## config.mk

```make
export PLATFORM = sky130hd
export DESIGN_NAME = pee_host_bridge
export DESIGN_NICKNAME = d
export VERILOG_FILES = /design/src/rtl/pee_host_bridge.sv
export SDC_FILE = /design/constraint.sdc
export NUM_CORES = 1
export LEC_CHECK = 0
export ABC_AREA = 1
export CAP_MARGIN = 25
export CELL_PAD_IN_SITES_DETAIL_PLACEMENT = 1
export CELL_PAD_IN_SITES_GLOBAL_PLACEMENT = 2
export CORE_ASPECT_RATIO = 1.2
export CORE_MARGIN = 2
export CORE_UTILIZATION = 36
export CTS_CLUSTER_DIAMETER = 60
export CTS_CLUSTER_SIZE = 30
export DETAILED_ROUTE_END_ITERATION = 8
export MAX_ROUTING_LAYER = met4
export PLACE_DENSITY_LB_ADDON = 0.08
export REMOVE_ABC_BUFFERS = 1
export SLEW_MARGIN = 20
export SYNTH_ARGS = -nofsm -noshare
export SYNTH_HDL_FRONTEND = slang
export SYNTH_SLANG_ARGS = --single-unit
```

## constraint.sdc

```tcl
create_clock -name clk -period 5.3 [get_ports clk]
set_clock_uncertainty 0.05 [all_clocks]
set_input_delay 1.06 -clock clk [delete_from_list [all_inputs] [get_ports clk]]
set_output_delay 1.06 -clock clk [all_outputs]
set_load 0.1 [all_outputs]
```

## src/rtl/pee_host_bridge.sv

```systemverilog
// Bridges Python Execution Engine requests to the host runtime over a tagged
// valid/ready link, one request outstanding, returning results as a 1-cycle ack.
module pee_host_bridge #(
   parameter int unsigned DEPTH = 4,
   parameter int unsigned TAG_W = 8
) (
   input  logic                       clk,
   input  logic                       rst_n,
   input  logic                       python_req,
   input  logic [31:0]                python_code_addr,
   output logic                       python_ack,
   output logic [31:0]                python_result,
   output logic                       python_error,
   output logic                       host_req_valid,
   input  logic                       host_req_ready,
   output logic [31:0]                host_req_addr,
   output logic [TAG_W-1:0]           host_req_tag,
   input  logic                       host_rsp_valid,
   input  logic [TAG_W-1:0]           host_rsp_tag,
   input  logic [31:0]                host_rsp_data,
   input  logic                       host_rsp_error,
   input  logic                       flush,
   output logic [$clog2(DEPTH):0]     fifo_level,
   output logic [15:0]                drop_count,
   output logic [15:0]                stale_count,
   output logic                       busy
);

   localparam int unsigned AW = $clog2(DEPTH);
   localparam int unsigned LW = $clog2(DEPTH) + 1;

   typedef enum logic [1:0] {
      ST_IDLE     = 2'd0,
      ST_ISSUE    = 2'd1,
      ST_WAIT_RSP = 2'd2,
      ST_RESPOND  = 2'd3
   } state_t;

   state_t           state;
   logic             prev_req;
   logic [31:0]      mem [DEPTH];
   logic [AW-1:0]    wr_ptr;
   logic [AW-1:0]    rd_ptr;
   logic [LW-1:0]    count;
   logic [TAG_W-1:0] out_tag;

   logic edge_c;
   logic full_c;
   logic empty_c;
   logic pop_c;
   logic push_c;
   logic drop_c;
   logic accept_c;
   logic match_c;
   logic stale_c;

   assign edge_c   = python_req & ~prev_req;
   assign full_c   = (count == LW'(DEPTH));
   assign empty_c  = (count == '0);
   assign pop_c    = (state == ST_IDLE) & ~empty_c & ~flush;
   // A full FIFO still accepts when the head leaves on the same edge
   assign push_c   = edge_c & ~flush & (~full_c | pop_c);
   assign drop_c   = edge_c & ~flush & full_c & ~pop_c;
   assign accept_c = (state == ST_ISSUE) & host_req_ready;
   assign match_c  = (state == ST_WAIT_RSP) & host_rsp_valid & ~flush &
                     (host_rsp_tag == out_tag);
   assign stale_c  = host_rsp_valid & ~match_c;

   assign fifo_level = count;
   assign busy       = (state != ST_IDLE) | ~empty_c;

   // Rising-edge detector on the request line
   always_ff @(posedge clk or negedge rst_n) begin
      if (!rst_n) prev_req <= 1'b0;
      else        prev_req <= python_req;
   end

   // Request FIFO storage; contents are don't-care until written
   always_ff @(posedge clk) begin
      if (push_c) mem[wr_ptr] <= python_code_addr;
   end

   // FIFO pointers and occupancy
   always_ff @(posedge clk or negedge rst_n) begin
      if (!rst_n) begin
         wr_ptr <= '0;
         rd_ptr <= '0;
         count  <= '0;
      end else if (flush) begin
         wr_ptr <= '0;
         rd_ptr <= '0;
         count  <= '0;
      end else begin
         if (push_c) wr_ptr <= wr_ptr + AW'(1);
         if (pop_c)  rd_ptr <= rd_ptr + AW'(1);
         case ({push_c, pop_c})
            2'b10:   count <= count + LW'(1);
            2'b01:   count <= count - LW'(1);
            default: count <= count;
         endcase
      end
   end

   // Saturating drop / stale counters
   always_ff @(posedge clk or negedge rst_n) begin
      if (!rst_n) begin
         drop_count  <= '0;
         stale_count <= '0;
      end else begin
         if (drop_c && drop_count != 16'hFFFF)   drop_count  <= drop_count + 16'd1;
         if (stale_c && stale_count != 16'hFFFF) stale_count <= stale_count + 16'd1;
      end
   end

   // Request FSM; the tag advances on any host accept, even one cut short by flush
   always_ff @(posedge clk or negedge rst_n) begin
      if (!rst_n) begin
         state          <= ST_IDLE;
         host_req_valid <= 1'b0;
         host_req_addr  <= '0;
         host_req_tag   <= '0;
         out_tag        <= '0;
         python_ack     <= 1'b0;
         python_result  <= '0;
         python_error   <= 1'b0;
      end else begin
         python_ack <= 1'b0;
         if (accept_c) host_req_tag <= host_req_tag + TAG_W'(1);
         if (flush) begin
            state          <= ST_IDLE;
            host_req_valid <= 1'b0;
         end else begin
            case (state)
               ST_IDLE: begin
                  if (pop_c) begin
                     state          <= ST_ISSUE;
                     host_req_valid <= 1'b1;
                     host_req_addr  <= mem[rd_ptr];
                  end
               end
               ST_ISSUE: begin
                  if (host_req_ready) begin
                     state          <= ST_WAIT_RSP;
                     host_req_valid <= 1'b0;
                     out_tag        <= host_req_tag;
                  end
               end
               ST_WAIT_RSP: begin
                  if (match_c) begin
                     state         <= ST_RESPOND;
                     python_ack    <= 1'b1;
                     python_result <= host_rsp_data;
                     python_error  <= host_rsp_error;
                  end
               end
               ST_RESPOND: state <= ST_IDLE;
               default:    state <= ST_IDLE;
            endcase
         end
      end
   end

endmodule
```

==> impl_metrics.yaml, run 1 <==
layout:
  nets: 1348
  area_growth_pct: 27.9
  fillCellCount: 3297
  drive_above_1_share: 0.0582
placed_design:
  gp_congestion: 0.747
  dp_hpwl_um: 18300
  io_buffers: 189
power_and_ir_drop:
  ir_worst_vdd_uv: 374
  pwr_density_cell_nw_per_um2: 544
  finalPower_w: 0.00750
  power_leakage_nw: 5.70
floorplanning:
  die_w_um: 162
  die_area_um2: 31400
  ios: 190
  num_rows: 69
  fp.dieH_um: 194
  start_util: 0.365
  fp.coreArea_um2: 29500
synthesis:
  async_flop_share: 0.494
  synth_ff_type: "edfxtp_1"
  synth.distinct_cells: 31
  synthTopCellsByCount: "268 x nand2_1, 212 x nor2_1, 128 x edfxtp_1"
  yosys_register_bits: 253
  netlist_area_um2: 10800
  synth_top_area_frac: 0.356
  yosysMostFrequentCell: "nand2_1"
  synth_top_cells_by_area: "edfxtp_1 36%, dfrtp_1 29%, nand2_1 9.3%, nor2_1 7.4%, o21ai_0 3.8%"
  syn-mean-instance-area_um2: 10.0
  synth_top_area_cell: "edfxtp_1"
  synth_warnings: 0
  synth_edf_count: 128
  syn_inst: 1074
  ys_seq_area_frac: 0.647
grt:
  grt_max_degree: 66
  grt_overflow: 0
  grt_use_total: 0.190
  grt_pass1_vias: 8568
  antenna_found_initial: 1
  grt_pass1_wl_um: 46300
run:
  drv_cap: 0
cts:
  clk_latency_ns: 0.51
  cts_buffers: 21
  cts_root_buf: "clkbuf_16"
  cts_buffer_depth: 3
  postCtsSetupRepairBufs: 0
  h-tree-depth: 1
  clkTransAtPathRegs_ns: 0.08
  clock-sinks: 253
  cts_hold_buffers: 0
  cts_tree: "yes"
  ctsResizeCount: 0
sta:
  worst_pin_slew_ns: 1.07
  setup_viol: 0
  finalCritPeriodShare: 0.689
  slew_headroom: 0.283
  fin_tns_setup_ns: 0
  fmax_mhz: 274
  finalHoldViolations: 0
  drv_slew: 0
  period_needed_ns: 3.65
  rsz0062_at_grt: "no"
setup_path:
  cp_max_fo: 4
  ff2ff_setup_slack_ns: 2.74
  r2r_cells: 14
  startpoint_type: "flop"
  endpoint_kind: "output port"
  cp-startpoint: "state[0]"
  cp.required_ns: 4.19
  r2r_end: "fifo_level[2]"
  reg2reg_from: "state[0]"
  crit_path_end: "busy"
  crit_type: "flop to output port"
  worst-endpoint-arrival_ns: 2.54
outcome:
  run_status: "finished clean"
detailed_routing:
  drt-total-wl_um: 28600
  drtIter0Drc: 313
  ant_nets: 0
  wl_per_cell_um: 17.2
  detail_route.first_pass.iterations: 4
  num_vias: 7992
  drc: 0
  viasPerCell: 4.81
hold_path:
  hp-start: "host_req_addr[29]"
  hp-class: "flop to flop"
-- cells by family after synthesis --
| logic type | synth area share |
|---|---|
| adder cells (fa/ha/maj) | 0.0146 |
| AND/OR/NAND/NOR | 0.210 |
| XOR/XNOR | 0.0252 |
| buffers and inverters | 0.0432 |
| AO/OA/AOI/OAI | 0.0606 |
| flip-flops | 0.647 |
-- worst max-delay path: stages, from the launching register on --
cell and delay (ns):
dfrtp_1 0.39, inv_1 0.09, ha_1 0.25, nand3_1 0.15, clkdlybuf4s50_1 1.15
-- area by class of cell --
class	instances	area, µm²	share of cell area
Sequential cell	253	6970	0.506
Multi-Input combinational cell	718	3360	0.243
Timing Repair Buffer	203	2000	0.145
Clock buffer	21	526	0.0381
Tap cell	390	488	0.0354
Inverter	60	228	0.0165
Clock inverter	16	219	0.0159
Antenna cell	1	2.50	0.000181
-- layer usage --
metal | global-route usage | vias up | wire [µm]
li1 | - | 3909 | -
met1 | 0.233 | 3925 | 12600
met2 | 0.328 | 129 | 14400
met3 | 0.0343 | 29 | 1200
met4 | 0.0370 | 0 | 410
met5 | - | - | 0
-- stage by stage --
stage	cell area, µm²	setup slack, ns	util	instances	hold slack [ns]
2_1_floorplan	10500	1.93	-	1031	0.417
3_3_place_gp	13000	1.57	0.442	1624	0.411
3_5_place_dp	13000	1.54	0.442	1624	0.417
4_1_cts	13800	1.60	0.467	1661	0.439
5_1_grt	13800	1.54	0.467	1662	0.456
6_report	13800	1.65	0.467	1662	0.432
-- layout by cell type, fill, tap and decap left out, drive strengths merged --
master,n
o211ai,1
nor2,217
diode,1
o21ai,83
buf,15
nand2,270
fa,1
nand4,26
xnor2,12
bufinv,1
xor2,19
nor4,1
o22ai,32
nand3b,1
clkinvlp,1
nor3,5
edfxtp,128
a21oi,5
inv,68
nand3,34
clkinv,6
dfrtp,125
ha,11
clkdlybuf4s50,188
clkbuf,21
-- state kept, by name, summed over array words and instances, names as in the netlist --
register / cells
python_ack: 1
prev_req: 1
host_req_valid: 1
rd_ptr: 2
stale_count: 16
mem: 128
python_result: 32
drop_count: 16
wr_ptr: 2
state: 2
out_tag: 8
host_req_tag: 8
fifo_level: 3
host_req_addr: 32
python_error: 1
-- power by group --
group / internal (W) / leakage (nW) / switching [W]
clock network: 0.000841 / 0.360 / 0.000835
registers: 0.00234 / 2.79 / 0.000218
logic: 0.000773 / 2.55 / 0.00249
-- how the worst min path moves through the flow --
stage                             end  depth (start not counted)
finish              host_req_addr[29]                          2
global route        host_req_addr[27]                          2
CTS                 host_req_addr[31]                          2
detailed placement  host_req_addr[14]                          2
global placement    host_req_addr[30]                          2
floorplan                    state[1]                          2
No activity file was read; power rests on OpenSTA's default activity.
==> run 2, diff against run 1 <==
--- a/config.mk
+++ b/config.mk
@@ -11,7 +11,7 @@
 export CELL_PAD_IN_SITES_GLOBAL_PLACEMENT = 2
 export CORE_ASPECT_RATIO = 1.2
 export CORE_MARGIN = 2
-export CORE_UTILIZATION = 36
+export CORE_UTILIZATION = 33
 export CTS_CLUSTER_DIAMETER = 60
 export CTS_CLUSTER_SIZE = 30
 export DETAILED_ROUTE_END_ITERATION = 8
==> constraint.sdc (replaced) <==
create_clock -name clk -period 3.55 [get_ports clk]
set_clock_uncertainty 0.05 [all_clocks]
set_input_delay 0.71 -clock clk [delete_from_list [all_inputs] [get_ports clk]]
set_output_delay 0.71 -clock clk [all_outputs]
set_load 0.1 [all_outputs]
==> run 2 against run 1 <==
- sequential share of layout area is 0.43 points lower
- core utilization decreased by 3.6 points
- clock-buffer cell count up 6
- hold slack worse by 0.37 ns
- critical path type unchanged
- largest cell class unchanged
==> impl_metrics.yaml, run 2 (synthesized netlist as in run 1, its figures left out) <==
outcome:
  run_status: "finished clean"
setup_path:
  path_cells: "clkdlybuf4s50_1"
  crit_buf_inv: 1
  r2r_cells: 7
  path_delay_family: "buffers and inverters"
  cp_max_fo: 4
  cp.required_ns: 2.79
  crit_type: "flop to output port"
  endpoint_kind: "output port"
  max_stage_delay_ns: 1.16
  ff2ff_setup_slack_ns: 1.18
  crit_path_top_delay_cell: "clkdlybuf4s50_1"
  cp.depth: 1
  worst-endpoint-arrival_ns: 2.10
  startpoint_type: "flop"
detailed_routing:
  drtIter0Drc: 290
  drc: 0
  viasPerCell: 4.79
  ant_nets: 0
  drt-total-wl_um: 29300
  wl_per_cell_um: 17.3
  num_vias: 8112
  detail_route.first_pass.iterations: 5
grt:
  grt_pass1_vias: 8568
  grt_pass1_wl_um: 47000
  grt_use_total: 0.179
  antenna_found_initial: 2
  grt_max_degree: 66
  grt_overflow: 0
layout:
  mostFrequentLayoutCell: "nand2_1"
  largest_reg_flops: 128
  drive_above_1_share: 0.105
  final_area_um2: 13900
  largest-register: "mem"
  nets: 1356
  final_cell_mix: "268 x nand2_1, 208 x nor2_1, 136 x clkdlybuf4s50_1"
  reg.largest.list: "mem x128, host_req_addr x32, python_result x32"
  area_growth_pct: 29.0
sta:
  worst_pin_slew_ns: 1.05
  period_needed_ns: 2.86
  fmax_mhz: 349
  setup_viol: 0
  finalCritPeriodShare: 0.806
  slew_headroom: 0.298
  drv_slew: 0
  fin_tns_setup_ns: 0
  rsz0062_at_grt: "no"
  setup_ws_ns: 0.687
  finalHoldViolations: 0
power_and_ir_drop:
  pwr_density_cell_nw_per_um2: 822
  p_seq_frac: 0.333
  pwr-share-comb: 0.429
  ir_worst_vdd_uv: 523
  p_int_w: 0.00607
  swShare: 0.469
  power.switching_w: 0.00536
  power_leakage_nw: 5.89
  clockPowerShare: 0.238
run:
  drv_cap: 0
hold_path:
  hp-class: "input port to asynchronous set/reset pin"
floorplanning:
  num_rows: 72
  fp.dieH_um: 202
  ios: 190
  die_w_um: 169
  start_util: 0.334
  fp.coreArea_um2: 32300
  die_area_um2: 34100
placed_design:
  io_buffers: 189
  pre_cts_slack_ns: 0.421
  dp_hpwl_um: 19500
  dpl_cell_area_um2: 13100
  gp_congestion: 0.773
cts:
  cts_buffers: 24
  h-tree-depth: 1
  clock-sinks: 253
  cts_buffer_depth: 3
  clkTransAtPathRegs_ns: 0.08
  cts_root_buf: "clkbuf_16"
  postCtsSetupRepairBufs: 0
  cts_hold_buffers: 0
  ctsResizeCount: 0
  cts_tree: "yes"
  clk_latency_ns: 0.54
[run 2: changes by cell type in the layout (fill, tap and decap cells not counted), sizes merged, moves of 4 or more]
cell,change
buf,+57
clkdlybuf4s50,-52
clkbuf,+6
clkinv,+6
inv,-4
[run 2: routing by layer]
layer	up-vias	share of wire	GRT usage	routed length, µm
li1	3940	-	-	-
met1	4009	0.43	0.217	12600
met2	131	0.51	0.312	15000
met3	32	0.041	0.0307	1210
met4	0	0.017	0.0391	485
met5	-	0	-	0
[run 2: worst paths after layout]
check / from / end
worst max-delay path: host_req_tag[0] / host_req_tag[0]
worst min-delay path: rst_n / host_req_addr[8]
worst max register to register: state[0] / mem[0][31]
worst min register to register: host_req_addr[18] / host_req_addr[18]
max in group asynchronous: rst_n / stale_count[15]
min in group clk: host_req_addr[18] / host_req_addr[18]
[run 2: cell type report]
type	count	area, µm²
Clock buffer	27	612
Inverter	60	228
Clock inverter	17	236
Antenna cell	2	5.00
Timing Repair Buffer	208	1990
Tap cell	407	509
Multi-Input combinational cell	718	3360
Sequential cell	253	6970
Fill cell	3626	18300
[run 2: stage by stage]
step                      power (W)  utilization  std cells  hold WS (ns)
after global routing         0.0121        0.431       1692        0.0933
after floorplan             0.00740            -       1031         0.364
after detailed placement    0.00884        0.405       1646         0.414
after CTS                    0.0116        0.431       1690        0.0861
after global placement      0.00877        0.404       1645         0.412
final                        0.0114        0.431       1692        0.0619
[run 2: power by group through the flow]
stage	Combinational, W	Sequential [W]	Clock (W)
floorplan	0.00126	0.00615	0
global placement	0.00490	0.00387	0
detailed placement	0.00497	0.00388	0
CTS	0.00498	0.00382	0.00281
global route	0.00527	0.00388	0.00292
finish	0.00490	0.00381	0.00272
[run 2: worst register-to-register path: stages, from the launching register on]
cell and delay, ns:
dfrtp_1 0.41, inv_1 0.11, ha_1 0.23, inv_1 0.09, o211ai_2 0.26, nand2_1 0.27
nor2_2 0.37, buf_12 0.26
